--- src/rtl/latch_mem_pkg.sv ---
// Shared types and constants for the latch memory controller.
// Provides the controller state encoding, default geometry and a DEPTH helper.
// No logic; imported by the controller top.
package latch_mem_pkg;

    // Default geometry: 4 words of 8 bits.
    localparam int LM_DW = 8;
    localparam int LM_AW = 2;

    // Controller states. Writes walk SETUP -> PULSE -> HOLD -> DONE, reads
    // go READ -> DONE; every sequence starts and ends in IDLE.
    typedef enum logic [2:0] {
        ST_IDLE  = 3'd0,
        ST_SETUP = 3'd1,
        ST_PULSE = 3'd2,
        ST_HOLD  = 3'd3,
        ST_READ  = 3'd4,
        ST_DONE  = 3'd5
    } lm_state_t;

    // Number of words addressed by an AW-bit address.
    function automatic int lm_depth(input int aw);
        return 1 << aw;
    endfunction

endpackage

--- src/rtl/latch_mem_ctrl_rr_arb2.sv ---
// Two-way round-robin grant, purely combinational.
// Ports: req0/req1 requests in, last = id granted most recently (register kept
// by the parent), gnt_vld = any request, gnt_id = winning requester.
module rr_arb2 (
    input  logic req0,
    input  logic req1,
    input  logic last,
    output logic gnt_vld,
    output logic gnt_id
);

    // Requester 1 wins when it is alone, or when both ask and requester 0
    // was the one served last time. Otherwise requester 0 wins (or nobody
    // asks, in which case gnt_id is don't-care and reads as 0).
    always_comb begin
        gnt_vld = req0 | req1;
        gnt_id  = req1 & (~req0 | ~last);
    end

endmodule

--- src/rtl/latch_mem_ctrl.sv ---
// Sequencer and 2-port round-robin arbiter for a latch-based word memory.
// Ports: req/we/addr/wdata per requester in, done pulse per requester out,
// registered rdata, busy, registered latch enables/data out, latch outputs in.
module latch_mem_ctrl
    import latch_mem_pkg::*;
#(
    parameter int DW = LM_DW,
    parameter int AW = LM_AW
) (
    input  logic                      clk,
    input  logic                      rst,
    input  logic                      req0,
    input  logic                      req1,
    input  logic                      we0,
    input  logic                      we1,
    input  logic [AW-1:0]             addr0,
    input  logic [AW-1:0]             addr1,
    input  logic [DW-1:0]             wdata0,
    input  logic [DW-1:0]             wdata1,
    output logic                      done0,
    output logic                      done1,
    output logic [DW-1:0]             rdata,
    output logic                      busy,
    output logic [lm_depth(AW)-1:0]   lat_en,
    output logic [DW-1:0]             lat_d,
    input  logic [lm_depth(AW)*DW-1:0] lat_q
);

    localparam int DEPTH = lm_depth(AW);

    // ------------------------------------------------------------------
    // State
    // ------------------------------------------------------------------
    lm_state_t         state_q,  state_d;
    logic              id_q,     id_d;      // granted requester
    logic [AW-1:0]     addr_q,   addr_d;    // granted word address
    logic              last_q,   last_d;    // requester served last
    logic [DEPTH-1:0]  lat_en_q, lat_en_d;
    logic [DW-1:0]     lat_d_q,  lat_d_d;   // doubles as the registered wdata
    logic [DW-1:0]     rdata_q,  rdata_d;
    logic              done0_q,  done0_d;
    logic              done1_q,  done1_d;

    // ------------------------------------------------------------------
    // Arbitration
    // ------------------------------------------------------------------
    logic gnt_vld;
    logic gnt_id;

    rr_arb2 u_arb (
        .req0    (req0),
        .req1    (req1),
        .last    (last_q),
        .gnt_vld (gnt_vld),
        .gnt_id  (gnt_id)
    );

    // Operands of whichever requester wins in IDLE.
    logic          gnt_we;
    logic [AW-1:0] gnt_addr;
    logic [DW-1:0] gnt_wdata;

    always_comb begin
        gnt_we    = gnt_id ? we1    : we0;
        gnt_addr  = gnt_id ? addr1  : addr0;
        gnt_wdata = gnt_id ? wdata1 : wdata0;
    end

    // ------------------------------------------------------------------
    // Next-state and next-output logic
    // ------------------------------------------------------------------
    // Every latch-facing output is computed here one cycle early and then
    // registered, so the gates see flop outputs only and cannot glitch.
    // The write/read direction is not kept in a register: after the grant
    // it is implied by which branch of the state machine is active.
    always_comb begin
        state_d  = state_q;
        id_d     = id_q;
        addr_d   = addr_q;
        last_d   = last_q;
        lat_en_d = '0;
        lat_d_d  = lat_d_q;
        rdata_d  = rdata_q;
        done0_d  = 1'b0;
        done1_d  = 1'b0;

        unique case (state_q)
            ST_IDLE: begin
                if (gnt_vld) begin
                    id_d   = gnt_id;
                    addr_d = gnt_addr;
                    if (gnt_we) begin
                        // Data is presented from the SETUP cycle onward.
                        lat_d_d = gnt_wdata;
                        state_d = ST_SETUP;
                    end else begin
                        state_d = ST_READ;
                    end
                end
            end

            ST_SETUP: begin
                // Open exactly one word gate for the following cycle.
                lat_en_d = DEPTH'(1) << addr_q;
                state_d  = ST_PULSE;
            end

            ST_PULSE: begin
                // lat_en_d defaults to zero: the gate closes while lat_d
                // is still held, giving the latch its hold margin.
                state_d = ST_HOLD;
            end

            ST_HOLD: begin
                done0_d = ~id_q;
                done1_d =  id_q;
                state_d = ST_DONE;
            end

            ST_READ: begin
                for (int i = 0; i < DEPTH; i++) begin
                    if (addr_q == AW'(i)) begin
                        rdata_d = lat_q[i*DW +: DW];
                    end
                end
                done0_d = ~id_q;
                done1_d =  id_q;
                state_d = ST_DONE;
            end

            ST_DONE: begin
                last_d  = id_q;
                state_d = ST_IDLE;
            end

            default: begin
                state_d = ST_IDLE;
            end
        endcase
    end

    // ------------------------------------------------------------------
    // Registers
    // ------------------------------------------------------------------
    // Asynchronous reset clears lat_en immediately, so a reset landing in
    // the PULSE cycle closes the gate without waiting for a clock.
    always_ff @(posedge clk or posedge rst) begin
        if (rst) begin
            state_q  <= ST_IDLE;
            id_q     <= 1'b0;
            addr_q   <= '0;
            last_q   <= 1'b1;
            lat_en_q <= '0;
            lat_d_q  <= '0;
            rdata_q  <= '0;
            done0_q  <= 1'b0;
            done1_q  <= 1'b0;
        end else begin
            state_q  <= state_d;
            id_q     <= id_d;
            addr_q   <= addr_d;
            last_q   <= last_d;
            lat_en_q <= lat_en_d;
            lat_d_q  <= lat_d_d;
            rdata_q  <= rdata_d;
            done0_q  <= done0_d;
            done1_q  <= done1_d;
        end
    end

    // ------------------------------------------------------------------
    // Outputs
    // ------------------------------------------------------------------
    always_comb begin
        lat_en = lat_en_q;
        lat_d  = lat_d_q;
        rdata  = rdata_q;
        done0  = done0_q;
        done1  = done1_q;
        busy   = (state_q != ST_IDLE);
    end

endmodule

--- config.mk ---
export PLATFORM = sky130hd
export DESIGN_NAME = latch_mem_ctrl
export DESIGN_NICKNAME = d
export VERILOG_FILES = /design/src/rtl/latch_mem_pkg.sv /design/src/rtl/latch_mem_ctrl_rr_arb2.sv /design/src/rtl/latch_mem_ctrl.sv
export SDC_FILE = /design/constraint.sdc
export NUM_CORES = 1
export LEC_CHECK = 0
export BUFFER_PORTS_ARGS = -buffer_cell sky130_fd_sc_hd__buf_2
export CAP_MARGIN = 20
export CORE_ASPECT_RATIO = 0.9
export CORE_MARGIN = 4
export CORE_UTILIZATION = 47
export DETAILED_ROUTE_END_ITERATION = 12
export PLACE_DENSITY_LB_ADDON = 0.25
export SLEW_MARGIN = 15
export SYNTH_ARGS = -nofsm -noshare
export SYNTH_HDL_FRONTEND = slang
export SYNTH_SLANG_ARGS = --single-unit
--- constraint.sdc ---
create_clock -name clk -period 2.5 [get_ports clk]
set_input_delay 0.125 -clock clk [delete_from_list [all_inputs] [get_ports clk]]
set_output_delay 0.125 -clock clk [all_outputs]
set_load 0.05 [all_outputs]
# After elaboration in Yosys (flattened, before gate mapping)
# Index checks and enable logic that the tools add are counted.
[classes]
n_eq_ne = 9
shifts = 1
mux = 13
bitwise_logic = 6
reduce_logical = 8
[ops]
columns = ["cell", "n"]
rows = [
  ["8-bit 2-to-1 mux", 5],
  ["3-bit case mux with 4 select lines", 1],
  ["3-bit by 2-bit == test with 1-bit output, second input constant", 2],
  ["3-bit == test, second input constant", 2],
  ["3-bit 2-to-1 mux", 2],
  ["2-bit == test, second input constant", 2],
  ["4-bit 2-to-1 mux", 1],
  ["2-bit AND reduction", 2],
  ["4-bit nonzero test", 1],
  ["1-bit by 2-bit left shift with 4-bit output, first input constant", 1],
  ["3-bit by 1-bit == test with 1-bit output, second input constant", 1],
  ["3-bit zero test", 1],
  ["1-bit 2-to-1 mux", 3],
  ["1-bit NOT", 3],
  ["3-bit AND reduction", 1],
  ["3-bit nonzero test", 1],
  ["2-bit by 1-bit == test with 1-bit output, second input constant", 1],
  ["2-bit zero test", 1],
  ["2-bit 2-to-1 mux", 1],
  ["2-bit != test, second input constant", 1],
  ["1-bit OR", 2],
  ["2-bit OR reduction", 1],
  ["1-bit AND", 1],
]
[totals]
regBits = 29
inputBits = 58
out_inout_bits = 23

# Depth between registers and ports, before layout
# Gate-level depths: netlist of run 1.
[depth]
ltp_word = 7
ltp_mapped = 5
depth_no_buf = 4

# By module
# Synthesis of run 1 repeated with hierarchy kept, for this count alone.
[unflattened]
hier_cells = 102
hier_area_um2 = 1451.4
[modules_own_cells]
columns = ["module", "instances", "cells_each", "area_each_um2"]
rows = [
  ["latch_mem_ctrl", 1, 100, 1437.6],
  ["rr_arb2", 1, 2, 13.8],
]

# Worst setup path before layout of run 1
# Ideal clock, no wire load.
[synth_path]
path_type = "register to register"
from = "reg state_q[0]"
to = "reg lat_d_q[0] (netlist: lat_d[0])"
setup_time_ns = 0.141
t_arrival_ns = 1.410
required_ns = 2.359
slack_ns = 0.949
path_stages_with_launch = 6
path_buffers = 1
cell_sequence = "dfrtp_1 -> buf_6 -> nor3_2 -> inv_1 -> nor2_1 -> a2bb2oi_1"
[synth_via]
elab_chain_len = 2
[synth_lines]
columns = ["item", "line_no", "text"]
rows = [
  ["start: declaration", "latch_mem_ctrl.sv:34", "lm_state_t state_q, state_d;"],
  ["start signal: assignment", "latch_mem_ctrl.sv:159", "state_q <= state_d;"],
  ["3-bit zero test", "latch_mem_ctrl.sv:87", "unique case (state_q)"],
  ["3-bit AND reduction (no line)", "-", ""],
  ["end signal: assignment", "latch_mem_ctrl.sv:164", "lat_d_q <= lat_d_d;"],
  ["end: declaration", "latch_mem_ctrl.sv:39", "logic [DW-1:0] lat_d_q, lat_d_d;"],
]
# Every way passes these cells.
# A chain may end at the register's enable or synchronous reset.

# Worst setup path after layout of run 1
[layout_path]
from = "reg addr_q[0]"
to = "reg rdata_q[2] (netlist: rdata[2])"
[layout_via]
elab_chain_len = 4
word_cells_on_any_way = 9
classes_between = "3 x eq/ne; 3 x mux; 3 x reduce/logical"
[layout_lines]
columns = ["item", "line_no", "text"]
rows = [
  ["start: declaration", "latch_mem_ctrl.sv:36", "logic [AW-1:0] addr_q, addr_d;"],
  ["start signal: assignment", "latch_mem_ctrl.sv:161", "addr_q <= addr_d;"],
  ["2-bit by 1-bit == test with 1-bit output", "latch_mem_ctrl.sv:122", "if (addr_q == AW'(i)) begin"],
  ["8-bit 2-to-1 mux (3 in series)", "latch_mem_ctrl.sv:122", ""],
  ["end signal: assignment", "latch_mem_ctrl.sv:165", "rdata_q <= rdata_d;"],
  ["end: declaration", "latch_mem_ctrl.sv:40", "logic [DW-1:0] rdata_q, rdata_d;"],
]
# Parallel ways exist; a longest one is shown, timed or not.

==> results of run 1 <==
[area by class of cell]
class / instances / area (µm²)
inverters: 3 / 11.3
fillers: 234 / 928
well taps: 40 / 50.0
flip-flops and latches: 29 / 727
multi-input cells: 70 / 654
repair buffers: 82 / 418
clock buffers: 8 / 48.8
[kinds of logic (layout without fill, tap and decap cells)]
logic type,count (synthesis),count (layout),share of synthesized area [%]
and+or+nand+nor,23,23,9.26
DFF,29,29,50.3
buffers and inverters,10,93,4.41
AOI/OAI and AO/OA,28,28,15.2
muxes,19,19,20.9
[power by group]
group / internal [W] / switching [W]
clock: 0.000112 / 0.000148
combinational: 0.000517 / 0.000909
sequential: 0.000688 / 0.000228
total: 0.00132 / 0.00129
[registers in the layout, summed over array words and instances, names as in the netlist]
signal / cells
state_q: 3
last_q: 1
done1: 1
id_q: 1
lat_en: 4
rdata: 8
done0: 1
lat_d: 8
addr_q: 2
[metal layers]
metal,track usage [%],wire (µm)
met1,22.9,1490
met2,31.3,1600
met3,5.74,370
met4,9.57,54
met5,0,0
[synth_stat cells]
master and instances:
sky130_fd_sc_hd__mux2i_1 2, sky130_fd_sc_hd__o31ai_1 1, sky130_fd_sc_hd__o211ai_1 1, sky130_fd_sc_hd__o21ai_1 2, sky130_fd_sc_hd__a21oi_4 1, sky130_fd_sc_hd__o21ai_0 2
sky130_fd_sc_hd__a22o_1 1, sky130_fd_sc_hd__a21oi_1 1, sky130_fd_sc_hd__nor2b_1 1, sky130_fd_sc_hd__a211o_1 1, sky130_fd_sc_hd__nand2b_1 4, sky130_fd_sc_hd__mux2_2 9
sky130_fd_sc_hd__buf_1 1, sky130_fd_sc_hd__and3_1 1, sky130_fd_sc_hd__buf_2 3, sky130_fd_sc_hd__nand2_2 1, sky130_fd_sc_hd__mux4_2 8, sky130_fd_sc_hd__nand2_1 4
sky130_fd_sc_hd__nand3_1 1, sky130_fd_sc_hd__nor4_1 1, sky130_fd_sc_hd__nor4b_1 1, sky130_fd_sc_hd__dfstp_2 1, sky130_fd_sc_hd__o22ai_1 8, sky130_fd_sc_hd__a2bb2oi_1 8
sky130_fd_sc_hd__a21boi_4 1, sky130_fd_sc_hd__nor3b_4 1, sky130_fd_sc_hd__dfrtp_1 28, sky130_fd_sc_hd__inv_1 3, sky130_fd_sc_hd__nor2_1 7, sky130_fd_sc_hd__buf_6 3
sky130_fd_sc_hd__nor3_2 1, sky130_fd_sc_hd__a31oi_1 1
[metrics by stage]
| stage | area [µm²] | utilization (%) | hold slack, ns | instances |
|---|---|---|---|---|
| 2_1_floorplan | 1450 | - | 0.202 | 109 |
| 3_3_place_gp | 1850 | 65.2 | 0.158 | 223 |
| 3_5_place_dp | 1850 | 65.2 | 0.173 | 223 |
| 4_1_cts | 1910 | 67.3 | 0.0744 | 232 |
| 5_1_grt | 1910 | 67.3 | 0.103 | 232 |
| 6_report | 1910 | 67.3 | 0.0865 | 232 |
[worst paths after layout]
kind	startpoint	to
max	addr_q[0]$_DFFE_PP0P_	rdata[2]$_DFFE_PP0P_
min	addr0[0]	addr_q[0]$_DFFE_PP0P_
max reg2reg	addr_q[0]$_DFFE_PP0P_	rdata[2]$_DFFE_PP0P_
min reg2reg	id_q$_DFFE_PP0P_	done0$_DFF_PP0_
max in group asynchronous	rst	last_q$_DFFE_PP1N_
min in group asynchronous	rst	rdata[2]$_DFFE_PP0P_
[what timing repair did]
action | in CTS | in global routing
endpoints found under the hold margin | 12 | 0
hold buffers | 1 | 0
gates resized for setup | 0 | 0
buffers inserted | 0 | 0
[cells in the final DEF (no fill, tap or decap), drive strengths merged, types with 2 or more instances in the layout]
master   count
mux2         9
mux2i        2
o21ai        4
mux4         8
a21oi        2
o22ai        8
dfrtp       28
nand2b       4
clkbuf       8
inv          3
buf         81
nor2         7
a2bb2oi      8
nand2        5
[worst max-delay path: cells and delay by family (launching register included)]
| family | cells | cell delay (ns) |
|---|---|---|
| multiplexers | 2 | 0.85 |
| flip-flops | 1 | 0.73 |
==> reports/summary.json, run 1 <==
{
  "status": {"value": "finished, final reports clean"},
  "top_level_ports": {"value": 81},
  "hold_viol": {"value": 0},
  "drv_slew": {"value": 0},
  "synth.cell_area": {"value": 1450, "unit": "µm²"},
  "setup_ws": {"value": 0.801, "unit": "ns"},
  "drt-pass1-iter-count": {"value": 3},
  "worstPathMaxFanout": {"value": 13},
  "route.detailed.wl_per_inst": {"value": 15.1, "unit": "µm"},
  "drt_first_iter_violations": {"value": 44},
  "chipHeight": {"value": 60.6, "unit": "µm"},
  "floorplan.die_area": {"value": 4030, "unit": "µm²"},
  "port_buffers": {"value": 80},
  "rsz0062_at_grt": {"value": "false"},
  "leakagePower": {"value": 0.929, "unit": "nW"},
  "post-route-min-period": {"value": 1.70, "unit": "ns"},
  "slack_of_the_worst_reg_to_reg_path": {"value": 0.80, "unit": "ns"},
  "setup-violations-final": {"value": 0},
  "grt_pass1_vias": {"value": 1288},
  "via_count": {"value": 1215},
  "peak_supply_drop": {"value": 0.846, "unit": "mV"},
  "worst_max_slew_pin_slew": {"value": 0.599, "unit": "ns"},
  "cts_buffers": {"value": 5},
  "grt_pass1_wl": {"value": 5.62, "unit": "mm"},
  "synth.top_cells.by_area": {"value": "sky130_fd_sc_hd__dfrtp_1 (48%), sky130_fd_sc_hd__mux4_2 (12%), sky130_fd_sc_hd__mux2_2 (7.0%), sky130_fd_sc_hd__a2bb2oi_1 (4.8%), sky130_fd_sc_hd__o22ai_1 (3.5%)"},
  "initial_core_util": {"value": 50.9, "unit": "%"},
  "detail-route-antenna-nets": {"value": 0},
  "detail_route.wirelength": {"value": 3.51, "unit": "mm"},
  "timing.critical_path.to_type": {"value": "flop"},
  "timing.setup.critical_path_class": {"value": "flop to flop"},
  "grt_antenna_before_repair": {"value": 0},
  "postSynthRegisterBits": {"value": 29},
  "areaGrowthSynthToFinish": {"value": 32.1, "unit": "%"},
  "hp-class": {"value": "primary input to flop"},
  "gp_congestion": {"value": 0.749},
  "floorplan.die.width": {"value": 66.5, "unit": "µm"},
  "hold_depth": {"value": 3},
  "crit_chain": {"value": "mux4_2 > mux2_2"},
  "yosys_warnings": {"value": 0},
  "vias_per_cell": {"value": 5.24},
  "crit_arrival": {"value": 1.91, "unit": "ns"},
  "finalNetCount": {"value": 249},
  "route.detailed.drc": {"value": 0},
  "post-route-period-util": {"value": 68.0, "unit": "%"},
  "setup_total_negative_slack": {"value": 0, "unit": "ns"},
  "antenna-diode-count": {"value": 0},
  "global_route.usage.total": {"value": 19.0, "unit": "%"},
  "timing.max_cap.violations": {"value": 0},
  "synth_cells": {"value": 109},
  "slowest_stage_cell_on_the_critical_path": {"value": "sky130_fd_sc_hd__dfrtp_1"},
  "cts_tree": {"value": "done"},
  "worst_skew_pair.late_latency": {"value": 0.32, "unit": "ns"},
  "root_buffer": {"value": "sky130_fd_sc_hd__clkbuf_4"},
  "worst-r2r-cell-count": {"value": 2},
  "worst_setup_hold_path_clk_slew": {"value": 0.09, "unit": "ns"},
  "drive_gt1_share": {"value": 56.8, "unit": "%"},
  "mean_instance_size_in_the_synthesized_netlist": {"value": 13.3, "unit": "µm²"},
  "maximum_number_of_pins_on_one_net_before_global_route_repair": {"value": 18},
  "floorplan.core_area": {"value": 2840, "unit": "µm²"},
  "clock-skew-final": {"value": 0.00485, "unit": "ns"},
  "synthDistinctLibCells": {"value": 32},
  "launching_element_type_of_the_critical_path": {"value": "flop"},
  "detailed_place_hpwl": {"value": 2.75, "unit": "mm"},
  "dp_slack": {"value": 0.766, "unit": "ns"},
  "power.density_cell_area": {"value": 1360, "unit": "nW/µm²"},
  "cp_slowest_stage_delay": {"value": 0.73, "unit": "ns"},
  "grt.overflow.total": {"value": 0},
  "clock_path_buffers": {"value": 2},
  "clock_sink_count": {"value": 29},
  "postSynthNetCount": {"value": 167},
  "synth_top_cell_by_area": {"value": "sky130_fd_sc_hd__dfrtp_1"},
  "finalPower": {"value": 0.00260, "unit": "W"},
  "synth_seq_area_share": {"value": 50.3, "unit": "%"},
  "worstPathRequired": {"value": 2.71, "unit": "ns"},
  "row_count": {"value": 18},
  "synthDominantCellAreaShare": {"value": 48.5, "unit": "%"},
  "max-slew-margin-rel": {"value": 60.1, "unit": "%"},
  "max_clock_freq": {"value": 0.588, "unit": "GHz"},
  "htree_num_levels": {"value": 2}
}
(Power assumes the default switching activity.)
==> run 2: changes to the inputs <==
CORE_UTILIZATION = 44   (was 47)
clock period = 1.7 ns   (was 2.5 ns; I/O delays follow)
==> run 2 against run 1 <==
Count of clock-buffer cells in the layout decreased by 1; worst hold slack improved by 0.030 ns; via count increased by 2.0%; worst setup slack got worse by 0.69 ns; core utilization decreased by 2.8 points; clock skew decreased by 0.0010 ns; sequential cell count unchanged.
==> reports/summary.json, run 2 (synthesis results as in run 1) <==
{
  "peak_supply_drop": {"value": 1.23, "unit": "mV"},
  "gp_congestion": {"value": 0.756},
  "max_clock_freq": {"value": 0.631, "unit": "GHz"},
  "vias_per_cell": {"value": 5.23},
  "crit_arrival": {"value": 1.78, "unit": "ns"},
  "rsz0062_at_grt": {"value": "false"},
  "timing.critical_path.to_type": {"value": "flop"},
  "most-common-layout-cells": {"value": "sky130_fd_sc_hd__buf_2 (80), sky130_fd_sc_hd__dfrtp_1 (28), sky130_fd_sc_hd__mux2_2 (9)"},
  "maximum_number_of_pins_on_one_net_before_global_route_repair": {"value": 30},
  "root_buffer": {"value": "sky130_fd_sc_hd__clkbuf_8"},
  "clock_sink_count": {"value": 29},
  "clock_path_buffers": {"value": 2},
  "detailed_place_hpwl": {"value": 2.84, "unit": "mm"},
  "top_level_ports": {"value": 81},
  "timing.max_cap.violations": {"value": 0},
  "via_count": {"value": 1239},
  "antenna-diode-count": {"value": 0},
  "grt_pass1_vias": {"value": 1351},
  "drive_gt1_share": {"value": 59.5, "unit": "%"},
  "finalPower": {"value": 0.00425, "unit": "W"},
  "multi_input_area": {"value": 661, "unit": "µm²"},
  "worst_skew_pair.late_latency": {"value": 0.28, "unit": "ns"},
  "post-route-min-period": {"value": 1.59, "unit": "ns"},
  "drt_first_iter_violations": {"value": 58},
  "timing.setup.critical_path_class": {"value": "flop to flop"},
  "setup-violations-final": {"value": 0},
  "whs": {"value": 0.117, "unit": "ns"},
  "post-route-period-util": {"value": 93.3, "unit": "%"},
  "hp-class": {"value": "primary input to flop"},
  "cts_buffers": {"value": 5},
  "launching_element_type_of_the_critical_path": {"value": "flop"},
  "drt-pass1-iter-count": {"value": 2},
  "row_count": {"value": 19},
  "detail-route-antenna-nets": {"value": 0},
  "status": {"value": "finished, final reports clean"},
  "ff_latch_area": {"value": 727, "unit": "µm²"},
  "port_buffers": {"value": 80},
  "power.density_cell_area": {"value": 2110, "unit": "nW/µm²"},
  "floorplan.die.width": {"value": 68.4, "unit": "µm"},
  "clock-skew-final": {"value": 0.00382, "unit": "ns"},
  "floorplan.die_area": {"value": 4270, "unit": "µm²"},
  "global_route.usage.total": {"value": 19.1, "unit": "%"},
  "fillCellCount": {"value": 266},
  "finalNetCount": {"value": 252},
  "grt_antenna_before_repair": {"value": 0},
  "worst_max_slew_pin_slew": {"value": 0.511, "unit": "ns"},
  "route.detailed.drc": {"value": 0},
  "htree_num_levels": {"value": 2},
  "worstPathRequired": {"value": 1.90, "unit": "ns"},
  "worst_setup_hold_path_clk_slew": {"value": 0.06, "unit": "ns"},
  "final_cell_area": {"value": 2010, "unit": "µm²"},
  "dpl_cell_area": {"value": 1880, "unit": "µm²"},
  "drv_slew": {"value": 0},
  "areaGrowthSynthToFinish": {"value": 39.0, "unit": "%"},
  "max-slew-margin-rel": {"value": 65.9, "unit": "%"},
  "final_common_cell": {"value": "sky130_fd_sc_hd__buf_2"},
  "route.detailed.wl_per_inst": {"value": 15.4, "unit": "µm"},
  "initial_core_util": {"value": 46.4, "unit": "%"},
  "leakagePower": {"value": 0.976, "unit": "nW"},
  "grt.overflow.total": {"value": 0},
  "setup_total_negative_slack": {"value": 0, "unit": "ns"},
  "hold_viol": {"value": 0},
  "cts_tree": {"value": "done"},
  "detail_route.wirelength": {"value": 3.64, "unit": "mm"},
  "worstPathMaxFanout": {"value": 8},
  "floorplan.core_area": {"value": 3110, "unit": "µm²"},
  "grt_pass1_wl": {"value": 6.07, "unit": "mm"},
  "chipHeight": {"value": 62.4, "unit": "µm"}
}
-- run 2: cell count changes in the layout (fill, tap and decap cells not counted), moves of 2 or more --
cell,delta
sky130_fd_sc_hd__buf_4,+3
sky130_fd_sc_hd__clkbuf_8,+6
sky130_fd_sc_hd__clkbuf_1,-2
sky130_fd_sc_hd__clkbuf_4,-5
-- run 2: what timing repair did --
action / CTS / global route
endpoints found under the hold margin: 28 / 0
hold buffers: 1 / 0
buffers inserted: 0 / 0
endpoints found under the setup margin: 0 / 8
gates resized for setup: 0 / 2
-- run 2: area by class of cell --
cell class / instances / share of cell area [%]
Multi-Input combinational cell: 70 / 32.9
Tap cell: 42 / 2.62
Clock buffer: 7 / 4.30
Clock inverter: 1 / 1.50
Inverter: 3 / 0.561
Timing Repair Buffer: 85 / 21.9
Sequential cell: 29 / 36.2
-- run 2: routing by layer --
metal / track usage (%) / routed length, µm / part of all wire (%) / vias to the layer above
li1: - / - / - / 585
met1: 21.2 / 1350 / 37 / 593
met2: 31.8 / 1960 / 54 / 46
met3: 6.47 / 204 / 5.6 / 15
met4: 9.18 / 123 / 3.4 / 0
met5: 0 / 0 / 0 / -
-- run 2: path summary, 6_finish.rpt --
check                                    from              endpoint  slack, ns  cells past startpoint
setup / recovery           last_q$_DFFE_PP1N_  lat_d[7]$_DFFE_PP0P_       0.11                      4
hold reg to reg              id_q$_DFFE_PP0P_       done0$_DFF_PP0_       0.50                      1
hold / removal                      wdata0[3]  lat_d[3]$_DFFE_PP0P_       0.12                      3
setup reg to reg           last_q$_DFFE_PP1N_  lat_d[7]$_DFFE_PP0P_       0.11                      4
min in group asynchronous                 rst  lat_d[2]$_DFFE_PP0P_       0.41                      4
max in group asynchronous                 rst    last_q$_DFFE_PP1N_       0.98                      4
-- run 2: worst max-delay path, stage by stage (launching register included) --
cell	delay (ns)
sky130_fd_sc_hd__dfstp_2	0.57
sky130_fd_sc_hd__a21boi_4	0.09
sky130_fd_sc_hd__nand2b_1	0.31
sky130_fd_sc_hd__a21oi_4	0.34
sky130_fd_sc_hd__a2bb2oi_1	0.20
-- run 2: power by group --
group | internal [W] | total, W | leakage [nW] | switching [W]
Clock | 0.000477 | 0.000726 | 0.0585 | 0.000249
Combinational | 0.000799 | 0.00222 | 0.568 | 0.00142
Sequential | 0.00102 | 0.00130 | 0.350 | 0.000283
Total | 0.00229 | 0.00425 | 0.976 | 0.00195
-- run 2: per-stage QoR --
stage,worst slack (ns),utilization (%),instances
floorplan,0.149,-,109
global placement,0.167,60.2,228
detailed placement,0.129,60.2,228
CTS,0.112,64.3,237
global route,0.0217,64.5,237
finish,0.115,64.5,237
==> run 3: changes to the inputs <==
CAP_MARGIN = not set   (was 20)
CORE_UTILIZATION = 25   (was 44)
GPL_TIMING_DRIVEN = 0   (was not set)
==> run 3 against run 2 <==
Sequential share of layout area fell by 0.45 points; count of clock-buffer cells in the layout did not move; register-to-register slack improved by 0.02 ns; clock power fell by 23%; sequential power fell by 8%; global-route usage fell by 8.6 points; fmax rose by 0.99%; via count rose by 0.24%; sequential cell count did not move; cell area rose by 1.2%; combinational power rose by 6%; clock skew rose by 0.00068 ns; critical path type unchanged; largest power group unchanged.
==> reports/summary.json, run 3 (synthesis results as in run 1) <==
{
  "status": {"value": "finished, final reports clean"},
  "worstPathRequired": {"value": 1.85, "unit": "ns"},
  "max_clock_freq": {"value": 0.637, "unit": "GHz"},
  "worst_max_slew_pin_slew": {"value": 0.621, "unit": "ns"},
  "htree_num_levels": {"value": 2},
  "maximum_number_of_pins_on_one_net_before_global_route_repair": {"value": 30},
  "leakagePower": {"value": 0.976, "unit": "nW"},
  "grt.overflow.total": {"value": 0},
  "setup_total_negative_slack": {"value": 0, "unit": "ns"},
  "row_count": {"value": 25},
  "finalNetCount": {"value": 255},
  "clock_sink_count": {"value": 29},
  "chipHeight": {"value": 80.1, "unit": "µm"},
  "floorplan.die_area": {"value": 7060, "unit": "µm²"},
  "gp_congestion": {"value": 0.682},
  "post-route-period-util": {"value": 92.3, "unit": "%"},
  "most-common-layout-cells": {"value": "sky130_fd_sc_hd__buf_2 (83), sky130_fd_sc_hd__dfrtp_1 (28), sky130_fd_sc_hd__mux2_2 (9)"},
  "drive_gt1_share": {"value": 60.4, "unit": "%"},
  "route.detailed.wl_per_inst": {"value": 13.8, "unit": "µm"},
  "hold_viol": {"value": 0},
  "power.density_cell_area": {"value": 2020, "unit": "nW/µm²"},
  "slack_of_the_worst_reg_to_reg_path": {"value": 0.13, "unit": "ns"},
  "antenna-diode-count": {"value": 0},
  "setup-violations-final": {"value": 0},
  "min_to": {"value": "addr_q[1]$_DFFE_PP0P_"},
  "hp-class": {"value": "primary input to flop"},
  "detail-route-antenna-nets": {"value": 0},
  "hold_depth": {"value": 3},
  "floorplan.core_area": {"value": 5410, "unit": "µm²"},
  "regToRegStartpoint": {"value": "addr_q[0]$_DFFE_PP0P_"},
  "final_common_cell": {"value": "sky130_fd_sc_hd__buf_2"},
  "detailed_place_hpwl": {"value": 2.80, "unit": "mm"},
  "global_route.usage.total": {"value": 10.5, "unit": "%"},
  "peak_supply_drop": {"value": 0.821, "unit": "mV"},
  "worst-r2r-cell-count": {"value": 3},
  "grt_pass1_vias": {"value": 1226},
  "port_buffers": {"value": 80},
  "worst_skew_pair.late_latency": {"value": 0.27, "unit": "ns"},
  "launching_element_type_of_the_critical_path": {"value": "flop"},
  "vias_per_cell": {"value": 4.70},
  "worst_setup_hold_path_clk_slew": {"value": 0.06, "unit": "ns"},
  "areaGrowthSynthToFinish": {"value": 40.7, "unit": "%"},
  "drv_slew": {"value": 0},
  "worstPathMaxFanout": {"value": 10},
  "rsz0062_at_grt": {"value": "false"},
  "crit_arrival": {"value": 1.72, "unit": "ns"},
  "clock_path_buffers": {"value": 2},
  "max-slew-margin-rel": {"value": 58.6, "unit": "%"},
  "detail_route.wirelength": {"value": 3.63, "unit": "mm"},
  "post-route-min-period": {"value": 1.57, "unit": "ns"},
  "drt-pass1-iter-count": {"value": 4},
  "root_buffer": {"value": "sky130_fd_sc_hd__clkbuf_8"},
  "clock-skew-final": {"value": 0.00450, "unit": "ns"},
  "drt_first_iter_violations": {"value": 24},
  "crit-reg2reg-capture": {"value": "rdata[4]$_DFFE_PP0P_"},
  "floorplan.die.width": {"value": 88.1, "unit": "µm"},
  "grt_pass1_wl": {"value": 5.59, "unit": "mm"},
  "finalPower": {"value": 0.00411, "unit": "W"},
  "top_level_ports": {"value": 81},
  "route.detailed.drc": {"value": 0},
  "cts_tree": {"value": "done"},
  "via_count": {"value": 1242},
  "cts_buffers": {"value": 5},
  "initial_core_util": {"value": 26.7, "unit": "%"},
  "timing.max_cap.violations": {"value": 0},
  "timing.critical_path.to_type": {"value": "flop"},
  "timing.setup.critical_path_class": {"value": "flop to flop"},
  "grt_antenna_before_repair": {"value": 0},
  "hp-start": {"value": "addr0[1]"}
}
==> run 3: cell types whose count changed in the layout (fill, tap and decap cells not counted), sizes merged <==
cell	before	now
bufinv	1	0
buf	84	86
clkbuf	7	8
==> run 3: worst max path at each step <==
stage / start / endpoint / slack, ns / cells after the start
floorplan: state_q[0]$_DFFE_PP0P_ / lat_d[0]$_DFFE_PP0P_ / 0.15 / 5
global placement: addr_q[1]$_DFFE_PP0P_ / rdata[4]$_DFFE_PP0P_ / 0.07 / 3
detailed placement: addr_q[1]$_DFFE_PP0P_ / rdata[3]$_DFFE_PP0P_ / 0.05 / 3
CTS: addr_q[1]$_DFFE_PP0P_ / rdata[4]$_DFFE_PP0P_ / 0.04 / 3
global route: state_q[1]$_DFFE_PP0P_ / lat_d[3]$_DFFE_PP0P_ / 0.02 / 5
finish: addr_q[0]$_DFFE_PP0P_ / rdata[4]$_DFFE_PP0P_ / 0.13 / 3
==> run 3: report_power, final <==
group | leakage, nW | internal (W) | switching [W] | total, W
combinational | 0.582 | 0.000835 | 0.00153 | 0.00236
sequential | 0.350 | 0.00102 | 0.000172 | 0.00119
clock | 0.0443 | 0.000320 | 0.000237 | 0.000557
total | 0.976 | 0.00217 | 0.00193 | 0.00411
==> run 3: per-stage QoR <==
step / hold slack (ns) / utilization, % / cells / instance area [µm²] / setup slack [ns]
2_1_floorplan: 0.162 / - / 109 / 1450 / 0.149
3_3_place_gp: 0.396 / 35.7 / 256 / 1930 / 0.0692
3_5_place_dp: 0.393 / 35.7 / 256 / 1930 / 0.0452
5_1_grt: 0.116 / 37.6 / 264 / 2030 / 0.0236
6_report: 0.105 / 37.6 / 264 / 2030 / 0.130
4_1_cts: 0.102 / 37.2 / 263 / 2020 / 0.0381
==> run 3: timing repair <==
action	CTS	global route
setup buffers	0	0
resized for setup	0	3
endpoints found under the setup margin	0	13
hold buffers	0	1
hold endpoints to repair	0	28
==> run 3: critical path: stages (launching register included) <==
cell                      delay [ns]
sky130_fd_sc_hd__dfrtp_1        0.47
sky130_fd_sc_hd__buf_6          0.20
sky130_fd_sc_hd__mux4_2         0.51
sky130_fd_sc_hd__mux2_2         0.27
==> run 3: metal layers <==
metal	wire (µm)	track usage [%]	vias up	part of all wire (%)
li1	-	-	591	-
met1	1540	12.2	569	42
met2	1440	16.9	77	40
met3	602	5.13	5	17
met4	46	3.63	0	1.3
met5	0	0	-	0
==> run 3: final cells by class <==
class                           count  area [µm²]
Timing Repair Buffer               81         410
Tap cell                           67        83.8
Clock buffer                        7        86.3
Fill cell                         547        3380
Sequential cell                    29         727
Inverter                            3        11.3
Buffer                              7        53.8
Multi-Input combinational cell     70         661
